$ cat src/rtl/cordic_pkg.sv
// Shared constants and elaboration-time helpers for the CORDIC rotator.
package cordic_pkg;

  localparam int ANGLE_WIDTH = 20;
  localparam int Z_WIDTH     = 22;
  localparam int G           = 4;

  localparam int DEG_45  = 32'sd131072;
  localparam int DEG_90  = 32'sd262144;
  localparam int DEG_180 = 32'sd524288;

  // round(2^20 * atan(2^-i) / (2*pi)); entries past i=18 round to zero
  function automatic int atan_lut(input int i);
    case (i)
      0:       atan_lut = 32'sd131072;
      1:       atan_lut = 32'sd77376;
      2:       atan_lut = 32'sd40884;
      3:       atan_lut = 32'sd20753;
      4:       atan_lut = 32'sd10417;
      5:       atan_lut = 32'sd5213;
      6:       atan_lut = 32'sd2607;
      7:       atan_lut = 32'sd1304;
      8:       atan_lut = 32'sd652;
      9:       atan_lut = 32'sd326;
      10:      atan_lut = 32'sd163;
      11:      atan_lut = 32'sd81;
      12:      atan_lut = 32'sd41;
      13:      atan_lut = 32'sd20;
      14:      atan_lut = 32'sd10;
      15:      atan_lut = 32'sd5;
      16:      atan_lut = 32'sd3;
      17:      atan_lut = 32'sd1;
      18:      atan_lut = 32'sd1;
      default: atan_lut = 32'sd0;
    endcase
  endfunction

  // Gain-compensated start magnitude: round(A / 1.646760258) scaled by 2^g,
  // with A = 2^(dw-2)
  function automatic longint gain_k(input int dw, input int g);
    longint a;
    a = 64'sd1 <<< (dw - 2);
    gain_k = ((a * 64'sd607253 + 64'sd500000) / 64'sd1000000) <<< g;
  endfunction

endpackage

$ cat src/rtl/cordic_stage.sv
// One registered CORDIC micro-rotation driving the residual angle toward zero.
module cordic_stage
  import cordic_pkg::*;
#(
  parameter int XW    = 18,
  parameter int SHIFT = 0,
  parameter int ATAN  = 0
) (
  input  logic                      clk,
  input  logic                      rst,
  input  logic signed [XW-1:0]      x_in,
  input  logic signed [XW-1:0]      y_in,
  input  logic signed [Z_WIDTH-1:0] z_in,
  output logic signed [XW-1:0]      x_out,
  output logic signed [XW-1:0]      y_out,
  output logic signed [Z_WIDTH-1:0] z_out
);

  localparam logic signed [Z_WIDTH-1:0] ATAN_C = Z_WIDTH'(ATAN);

  logic signed [XW-1:0] x_sh;
  logic signed [XW-1:0] y_sh;

  assign x_sh = x_in >>> SHIFT;
  assign y_sh = y_in >>> SHIFT;

  // Rotate by +atan when the residual is non-negative, otherwise by -atan
  always_ff @(posedge clk or negedge rst) begin
    if (!rst) begin
      x_out <= '0;
      y_out <= '0;
      z_out <= '0;
    end else if (!z_in[Z_WIDTH-1]) begin
      x_out <= x_in - y_sh;
      y_out <= y_in + x_sh;
      z_out <= z_in - ATAN_C;
    end else begin
      x_out <= x_in + y_sh;
      y_out <= y_in - x_sh;
      z_out <= z_in + ATAN_C;
    end
  end

endmodule

$ cat src/rtl/cordic_rotator.sv
// Free-running rotation-mode CORDIC: phase in, gain-compensated sin/cos out.
module cordic_rotator
  import cordic_pkg::*;
#(
  parameter int DATA_WIDTH = 12,
  parameter int STAGES     = 12
) (
  input  logic                          clk,
  input  logic                          rst,
  input  logic signed [ANGLE_WIDTH-1:0] target_angle,
  output logic signed [DATA_WIDTH-1:0]  sin_out,
  output logic signed [DATA_WIDTH-1:0]  cos_out
);

  localparam int XW = DATA_WIDTH + G + 2;

  localparam logic signed [XW-1:0]      K_POS    = XW'(gain_k(DATA_WIDTH, G));
  localparam logic signed [XW-1:0]      K_NEG    = -K_POS;
  localparam logic signed [Z_WIDTH-1:0] Z_POS90  = Z_WIDTH'(DEG_90);
  localparam logic signed [Z_WIDTH-1:0] Z_NEG90  = -Z_POS90;
  localparam logic signed [Z_WIDTH-1:0] Z_HALF   = Z_WIDTH'(DEG_180);
  localparam logic signed [XW:0]        ROUND_C  = (XW+1)'(1 << (G - 1));
  localparam logic signed [XW:0]        SAT_POS  = (XW+1)'((1 << (DATA_WIDTH - 1)) - 1);
  localparam logic signed [XW:0]        SAT_NEG  = -SAT_POS;

  logic signed [Z_WIDTH-1:0] angle_ext;
  logic signed [Z_WIDTH-1:0] z_fold;
  logic signed [XW-1:0]      x_fold;

  logic signed [XW-1:0]      x_pre;
  logic signed [XW-1:0]      y_pre;
  logic signed [Z_WIDTH-1:0] z_pre;

  logic signed [XW-1:0]      x_pipe [0:STAGES];
  logic signed [XW-1:0]      y_pipe [0:STAGES];
  logic signed [Z_WIDTH-1:0] z_pipe [0:STAGES];

  logic unused_z;

  // Drop guard bits with round-half-up, then clamp to the symmetric output range
  function automatic logic signed [DATA_WIDTH-1:0] round_sat(input logic signed [XW-1:0] v);
    logic signed [XW:0] r;
    r = $signed({v[XW-1], v}) + ROUND_C;
    r = r >>> G;
    if (r > SAT_POS) begin
      round_sat = SAT_POS[DATA_WIDTH-1:0];
    end else if (r < SAT_NEG) begin
      round_sat = SAT_NEG[DATA_WIDTH-1:0];
    end else begin
      round_sat = r[DATA_WIDTH-1:0];
    end
  endfunction

  assign angle_ext = {{(Z_WIDTH-ANGLE_WIDTH){target_angle[ANGLE_WIDTH-1]}}, target_angle};

  // Fold the phase into [-90, +90] degrees; the far half-plane starts from -K
  always_comb begin
    z_fold = angle_ext;
    x_fold = K_POS;
    if (angle_ext > Z_POS90) begin
      z_fold = angle_ext - Z_HALF;
      x_fold = K_NEG;
    end else if (angle_ext < Z_NEG90) begin
      z_fold = angle_ext + Z_HALF;
      x_fold = K_NEG;
    end else begin
      z_fold = angle_ext;
      x_fold = K_POS;
    end
  end

  // Pre-rotation register feeding the micro-rotation chain
  always_ff @(posedge clk or negedge rst) begin
    if (!rst) begin
      x_pre <= '0;
      y_pre <= '0;
      z_pre <= '0;
    end else begin
      x_pre <= x_fold;
      y_pre <= '0;
      z_pre <= z_fold;
    end
  end

  assign x_pipe[0] = x_pre;
  assign y_pipe[0] = y_pre;
  assign z_pipe[0] = z_pre;

  for (genvar i = 0; i < STAGES; i++) begin : g_stage
    cordic_stage #(
      .XW   (XW),
      .SHIFT(i),
      .ATAN (atan_lut(i))
    ) u_stage (
      .clk  (clk),
      .rst  (rst),
      .x_in (x_pipe[i]),
      .y_in (y_pipe[i]),
      .z_in (z_pipe[i]),
      .x_out(x_pipe[i+1]),
      .y_out(y_pipe[i+1]),
      .z_out(z_pipe[i+1])
    );
  end

  // The final residual angle is not needed downstream
  assign unused_z = ^z_pipe[STAGES];

  // Output register: y is the sine, x the cosine
  always_ff @(posedge clk or negedge rst) begin
    if (!rst) begin
      sin_out <= '0;
      cos_out <= '0;
    end else begin
      sin_out <= round_sat(y_pipe[STAGES]);
      cos_out <= round_sat(x_pipe[STAGES]);
    end
  end

endmodule

$ cat config.mk
export PLATFORM = sky130hd
export DESIGN_NAME = cordic_rotator
export DESIGN_NICKNAME = d
export VERILOG_FILES = /design/src/rtl/cordic_pkg.sv /design/src/rtl/cordic_stage.sv /design/src/rtl/cordic_rotator.sv
export SDC_FILE = /design/constraint.sdc
export NUM_CORES = 2
export LEC_CHECK = 0
export CAP_MARGIN = 30
export CORE_AREA = 5 5 418 214
export DETAILED_ROUTE_END_ITERATION = 10
export DIE_AREA = 0 0 423 219
export PLACE_DENSITY = 0.82
export SYNTH_ARGS = -nofsm -noshare
export SYNTH_HDL_FRONTEND = slang
export SYNTH_SLANG_ARGS = --single-unit
$ cat constraint.sdc
create_clock -name clk -period 3.4 [get_ports clk]
set_input_delay 0.34 -clock clk [delete_from_list [all_inputs] [get_ports clk]]
set_output_delay 0.34 -clock clk [all_outputs]
set_load 0.005 [all_outputs]
[Word level (Yosys, flattened, before mapping)]
Cells that the tools add are included.
Word-level totals
  flip-flop bits (word level): 738
  bits of input ports: 22
  output and inout bits: 24
Cells by class
  add/subtract/negate cells: 71
  magnitude comparators: 6
  muxes and demuxes: 42
Operator list (number)
  $mux 18: 25
  $mux 22: 13
  $mux 12: 4
  $add 18x5->19 const B: 2
  $add 18x10->18: 2
  $add 18x11->18: 2
  $add 18x12->18: 2
  $add 18x13->18: 2
  $add 18x14->18: 2
  $add 18x15->18: 2
  $add 18x16->18: 2
  $add 18x17->18: 2
  $add 18x7->18: 2
  $add 18x8->18: 2
  $add 18x9->18: 2
  $sub 18x10->18: 2
  $sub 18x11->18: 2
  $sub 18x12->18: 2
  $sub 18x13->18: 2
  $sub 18x14->18: 2
  $sub 18x15->18: 2
  $sub 18x16->18: 2
  $sub 18x17->18: 2
  $sub 18x7->18: 2
  other kinds (31): 35

[Longest topological paths before layout]
  depth in word-level cells: 4
  depth in mapped cells: 17
  mapped depth without buffers: 16

[By module]
Synthesis repeated with hierarchy kept, for this count alone.
Unflattened totals
  cell total of the unflattened synthesis: 6201
  area total of the unflattened synthesis: 57188.6 um^2
Modules (own cells, without submodules)
  cordic_stage (g_stage[3].u_stage): times used 1, cells an instance 537, area each 4839.6 um^2
  cordic_stage (g_stage[4].u_stage): times used 1, cells an instance 536, area each 4828.4 um^2
  cordic_stage (g_stage[6].u_stage): times used 1, cells an instance 533, area each 4807.1 um^2
  cordic_stage (g_stage[9].u_stage): times used 1, cells an instance 504, area each 4619.4 um^2
  cordic_stage (g_stage[5].u_stage): times used 1, cells an instance 485, area each 4613.2 um^2
  cordic_stage (g_stage[11].u_stage): times used 1, cells an instance 513, area each 4611.9 um^2
  cordic_stage (g_stage[10].u_stage): times used 1, cells an instance 499, area each 4573.1 um^2
  cordic_stage (g_stage[8].u_stage): times used 1, cells an instance 481, area each 4545.6 um^2
  cordic_stage (g_stage[2].u_stage): times used 1, cells an instance 491, area each 4511.8 um^2
  cordic_stage (g_stage[1].u_stage): times used 1, cells an instance 474, area each 4360.4 um^2
  cordic_stage (g_stage[7].u_stage): times used 1, cells an instance 456, area each 4311.6 um^2
  cordic_stage (g_stage[0].u_stage): times used 1, cells an instance 467, area each 4249.1 um^2
  cordic_rotator: times used 1, cells an instance 225, area each 2317.2 um^2

[Worst setup path before layout]
OpenSTA, ideal clock, no wires.
  kind: flip-flop to flip-flop
  from: reg g_stage[1].u_stage.z_out[21]
  to: reg g_stage[2].u_stage.x_out[14]
  setup time: 0.080 ns
  arrival: 3.499 ns
  setup slack: -0.179 ns
  cell stages (with the launch flop): 16
  buffers on the path: 3
  cells stage by stage: dfrtp_1 -> clkbuf_1 -> clkbuf_1 -> buf_1 -> nor2_1 -> xor2_1 -> ha_1 -> fa_1 -> a21o_1 -> a21oi_1 -> nor2b_1 -> o21a_1 -> o41ai_1 -> o21bai_1 -> a21oi_1 -> xnor2_1
Between the ends
  word-level cells in the longest chain between the ends: 1
RTL lines
  start: declaration: line cordic_stage.sv:16  | output logic signed [Z_WIDTH-1:0] z_out
  start signal: assignment: line cordic_stage.sv:36  | z_out <= z_in - ATAN_C;
  start signal: assignment: line cordic_stage.sv:40  | z_out <= z_in + ATAN_C;
  $mux 18: line cordic_stage.sv:33  | end else if (!z_in[Z_WIDTH-1]) begin
  end signal: assignment: line cordic_stage.sv:34  | x_out <= x_in - y_sh;
  end signal: assignment: line cordic_stage.sv:38  | x_out <= x_in + y_sh;
  end: declaration: line cordic_stage.sv:14  | output logic signed [XW-1:0] x_out,
Every way passes these cells.

[Worst setup path after layout]
  from: reg g_stage[4].u_stage.y_out[5]
  to: reg g_stage[5].u_stage.x_out[17]
Between the ends
  word-level cells in the longest chain between the ends: 2
RTL lines
  start: declaration: line cordic_stage.sv:15  | output logic signed [XW-1:0] y_out,
  start signal: assignment: line cordic_stage.sv:35  | y_out <= y_in + x_sh;
  start signal: assignment: line cordic_stage.sv:39  | y_out <= y_in - x_sh;
  $sub 18x13->18 / $add 18x13->18 (equally long branches): line cordic_stage.sv:34, cordic_stage.sv:38
  $mux 18 *: line cordic_stage.sv:33
  end signal: assignment: line cordic_stage.sv:34
  end signal: assignment: line cordic_stage.sv:38
  end: declaration: line cordic_stage.sv:14
Mark *: on every way between the ends. The rest lies on a longest branch, timed or not.

==> results_dict.tcl <==
set metrics [dict create \
    cap_violations 0 \
    ys_async_sr_fraction 1.00 \
    cp.depth 16 \
    required_ns 3.99 \
    totalWireLength_um 124000 \
    avgSynthCellArea_um2 9.59 \
    crit_family "compound AO/OA/AOI/OAI gates" \
    max_slew_margin 0.415 \
    rsz0062_at_grt "yes" \
    grt_use_total 0.258 \
    tightestPinTransition_ns 0.877 \
    ys_ff_latch 657 \
    reg2reg_depth 16 \
    yosysSeqAreaShare 0.359 \
    hold_violations 0 \
    slowest_stage "dfrtp_2" \
    fp.dieH_um 219 \
    setup_viol 0 \
    path_clk_slew_ns 0.07 \
    start_kind "flip-flop" \
    synthSimpleGateAreaFrac 0.115 \
    cts_tree "built" \
    outcome "finished clean" \
    grt_first_pass_wirelength_um 193000 \
    setup-tns-final_ns 0 \
    vias 37398 \
    globalRoute.totalOverflow 0 \
    grt_max_degree 92 \
    worstPathArrival_ns 3.99 \
    initial_core_util 0.537 \
    avgRoutedWirePerCell_um 19.8 \
    fillers 6603 \
    port_buffers 45 \
    drt-vias-per-instance 5.98 \
    grt_pass1_vias 35148 \
    ctsRootBufferMaster "clkbuf_16" \
    critPathKind "reg2reg" \
    synth_top_family_by_area "compound AO/OA/AOI/OAI gates" \
    ant_nets 0 \
    synth_mux_area_frac 0.00918 \
    max_freq_mhz 294 \
    netlist_instances 4777 \
    fin_util 0.616 \
    drc 0 \
    fin_nets 5704 \
    htreeDepth 2 \
    grt_antenna_before_repair 3 \
    hold_depth 1 \
    drt_first_pass_iters 7 \
    drtIter0Drc 4366 \
    synth_xor_area_frac 0.130 \
    clkLatencyLatePin_ns 0.67 \
    ys_warn_count 0 \
    synth_nets 5405 \
    rows 76 \
    syn-cell-area_mm2 0.0458 \
    post-dp-hpwl_um 95600 \
    fp.dieW_um 423 \
    cts_buffer_depth 3 \
    max_stage_delay_ns 0.45 \
    cts.sinks 657 \
    path_buf_inv 3 \
    synth_compound_area_frac 0.190 \
    cts_buffers 61 \
    area_delta_synth_final_pct 14.8 \
    period_needed_ns 3.40 \
    synthFlopType "dfrtp_1" \
    gp_congestion 0.982 \
    synth_cell_types 91 \
    slew_violations 0 \
    synth-adder-area-share 0.170 \
    core_mm2 0.0853 \
    synth-edff-count 0 \
    end_kind "flip-flop" \
    dieArea_mm2 0.0926 \
    path_max_fanout 4 \
    io_pins 46 \
    drive_above_1_share 0.114 \
    fin_worst_skew_ns 0.0463 \
    min_path_type "in2reg" \
    path_cells "inv_1 -> ha_4 -> nand2b_4 -> nor3_4 -> buf_4 -> a21oi_1 -> xor2_1 -> ha_1 -> buf_4 -> nand3_1 -> nand3_2 -> o21a_4 -> o41ai_4 -> o21bai_1 -> a21oi_1 -> xnor2_1" \
    fin_crit_sh 0.999 \
]
==> Yosys cell counts (all sizes together), types with 18 or more instances <==
cell / count / area share
nand3: 76 / 0.0084
and2: 18 / 0.0025
ha: 578 / 0.16
a41oi: 19 / 0.0036
nor2: 387 / 0.032
inv: 263 / 0.022
clkbuf: 48 / 0.0040
and3: 29 / 0.0040
o21ai: 254 / 0.028
nor3: 122 / 0.013
o21a: 85 / 0.014
dfrtp: 657 / 0.36
or3: 34 / 0.0046
xor2: 240 / 0.046
a21o: 179 / 0.029
fa: 28 / 0.012
a21oi: 492 / 0.054
nand2b: 53 / 0.0072
a31oi: 42 / 0.0057
nand2: 195 / 0.016
o21bai: 72 / 0.012
nand4: 30 / 0.0041
nor2b: 57 / 0.0078
mux2i: 24 / 0.0052
a211oi: 41 / 0.0067
xnor2: 439 / 0.084
nor4: 23 / 0.0033
==> area by class of cell <==
cell class	instances	area [um2]	share of cell area
inverters	265	1010	0.0192
multi-input cells	3791	29000	0.551
well taps	1131	1420	0.0269
repair buffers	300	2580	0.0492
clock inverters	30	395	0.00752
clock buffers	82	1780	0.0338
diodes	1	2.50	0.0000476
flip-flops and latches	657	16400	0.313
==> cells by family after synthesis <==
| logic type | Yosys count |
|---|---|
| xor+xnor | 679 |
| flops | 657 |
| mux | 40 |
| compound gates | 1372 |
| other cells | 1 |
| buf+inv | 329 |
| fa+ha+maj | 606 |
| simple gates | 1093 |
==> worst paths after layout <==
kind | startpoint | to | slack, ns
setup / recovery | g_stage[4].u_stage.y_out[5] | g_stage[5].u_stage.x_out[17] | 0.003
hold / removal | target_angle[1] | z_pre[1] | 0.13
setup reg to reg | g_stage[4].u_stage.y_out[5] | g_stage[5].u_stage.x_out[17] | 0.003
hold reg to reg | g_stage[7].u_stage.z_out[1] | g_stage[8].u_stage.z_out[1] | 0.32
max in group asynchronous | rst | g_stage[9].u_stage.z_out[14] | 2.06
min in group asynchronous | rst | g_stage[7].u_stage.x_out[15] | 0.34
==> registers in the layout, summed over array words and instances, names as in the netlist <==
signal / count
cos_out: 12
g_stage.u_stage.x_out: 190
g_stage.u_stage.y_out: 198
g_stage.u_stage.z_out: 221
sin_out: 12
x_pre: 3
z_pre: 21
==> routing by layer <==
layer  routed length [um]  global-route usage  up-vias
met4                 1470              0.0365        2
met5                   13                   0        -
li1                     -                   -    17674
met2                46300               0.331     1547
met3                16200               0.107      151
met1                59800               0.405    18024
==> stage by stage <==
step / setup WS [ns] / hold WS, ns / cells / cell area [um2]
6_report: 0.00282 / 0.135 / 6257 / 52600
5_1_grt: -0.0718 / 0.123 / 6256 / 52600
4_1_cts: 0.00191 / 0.110 / 6218 / 51500
3_5_place_dp: -0.192 / 0.335 / 6105 / 49300
3_3_place_gp: -0.0639 / 0.333 / 6105 / 49300
2_1_floorplan: 0.0454 / 0.0444 / 4777 / 45800
==> repair_timing <==
action | 4_1_cts | 5_1_grt
setup endpoints to repair | 13 | 89
buffers inserted | 0 | 39
pin swaps | 3 | 63
hold buffers | 1 | 0
hold endpoints to repair | 73 | 0
gates resized for setup | 15 | 181
==> placed cells by master, fill, tap and decap left out, types with 40 or more instances in the layout <==
master	netlist	layout
ha_1	578	565
nor3_1	122	106
clkbuf_16	0	62
a21oi_1	491	466
dfrtp_1	657	650
clkdlybuf4s50_1	0	44
nand2b_1	53	50
a21o_1	179	179
o21a_1	85	84
nor2_1	387	383
nand3_1	75	74
o21ai_0	248	220
xor2_1	240	239
a211oi_1	41	40
buf_4	1	237
nand2_1	195	195
inv_1	263	260
xnor2_1	439	434
nor2b_1	57	55
o21bai_1	71	70
Power is not shown: default switching activity piles up to over one toggle a cycle in this logic, so the estimate is an artifact.
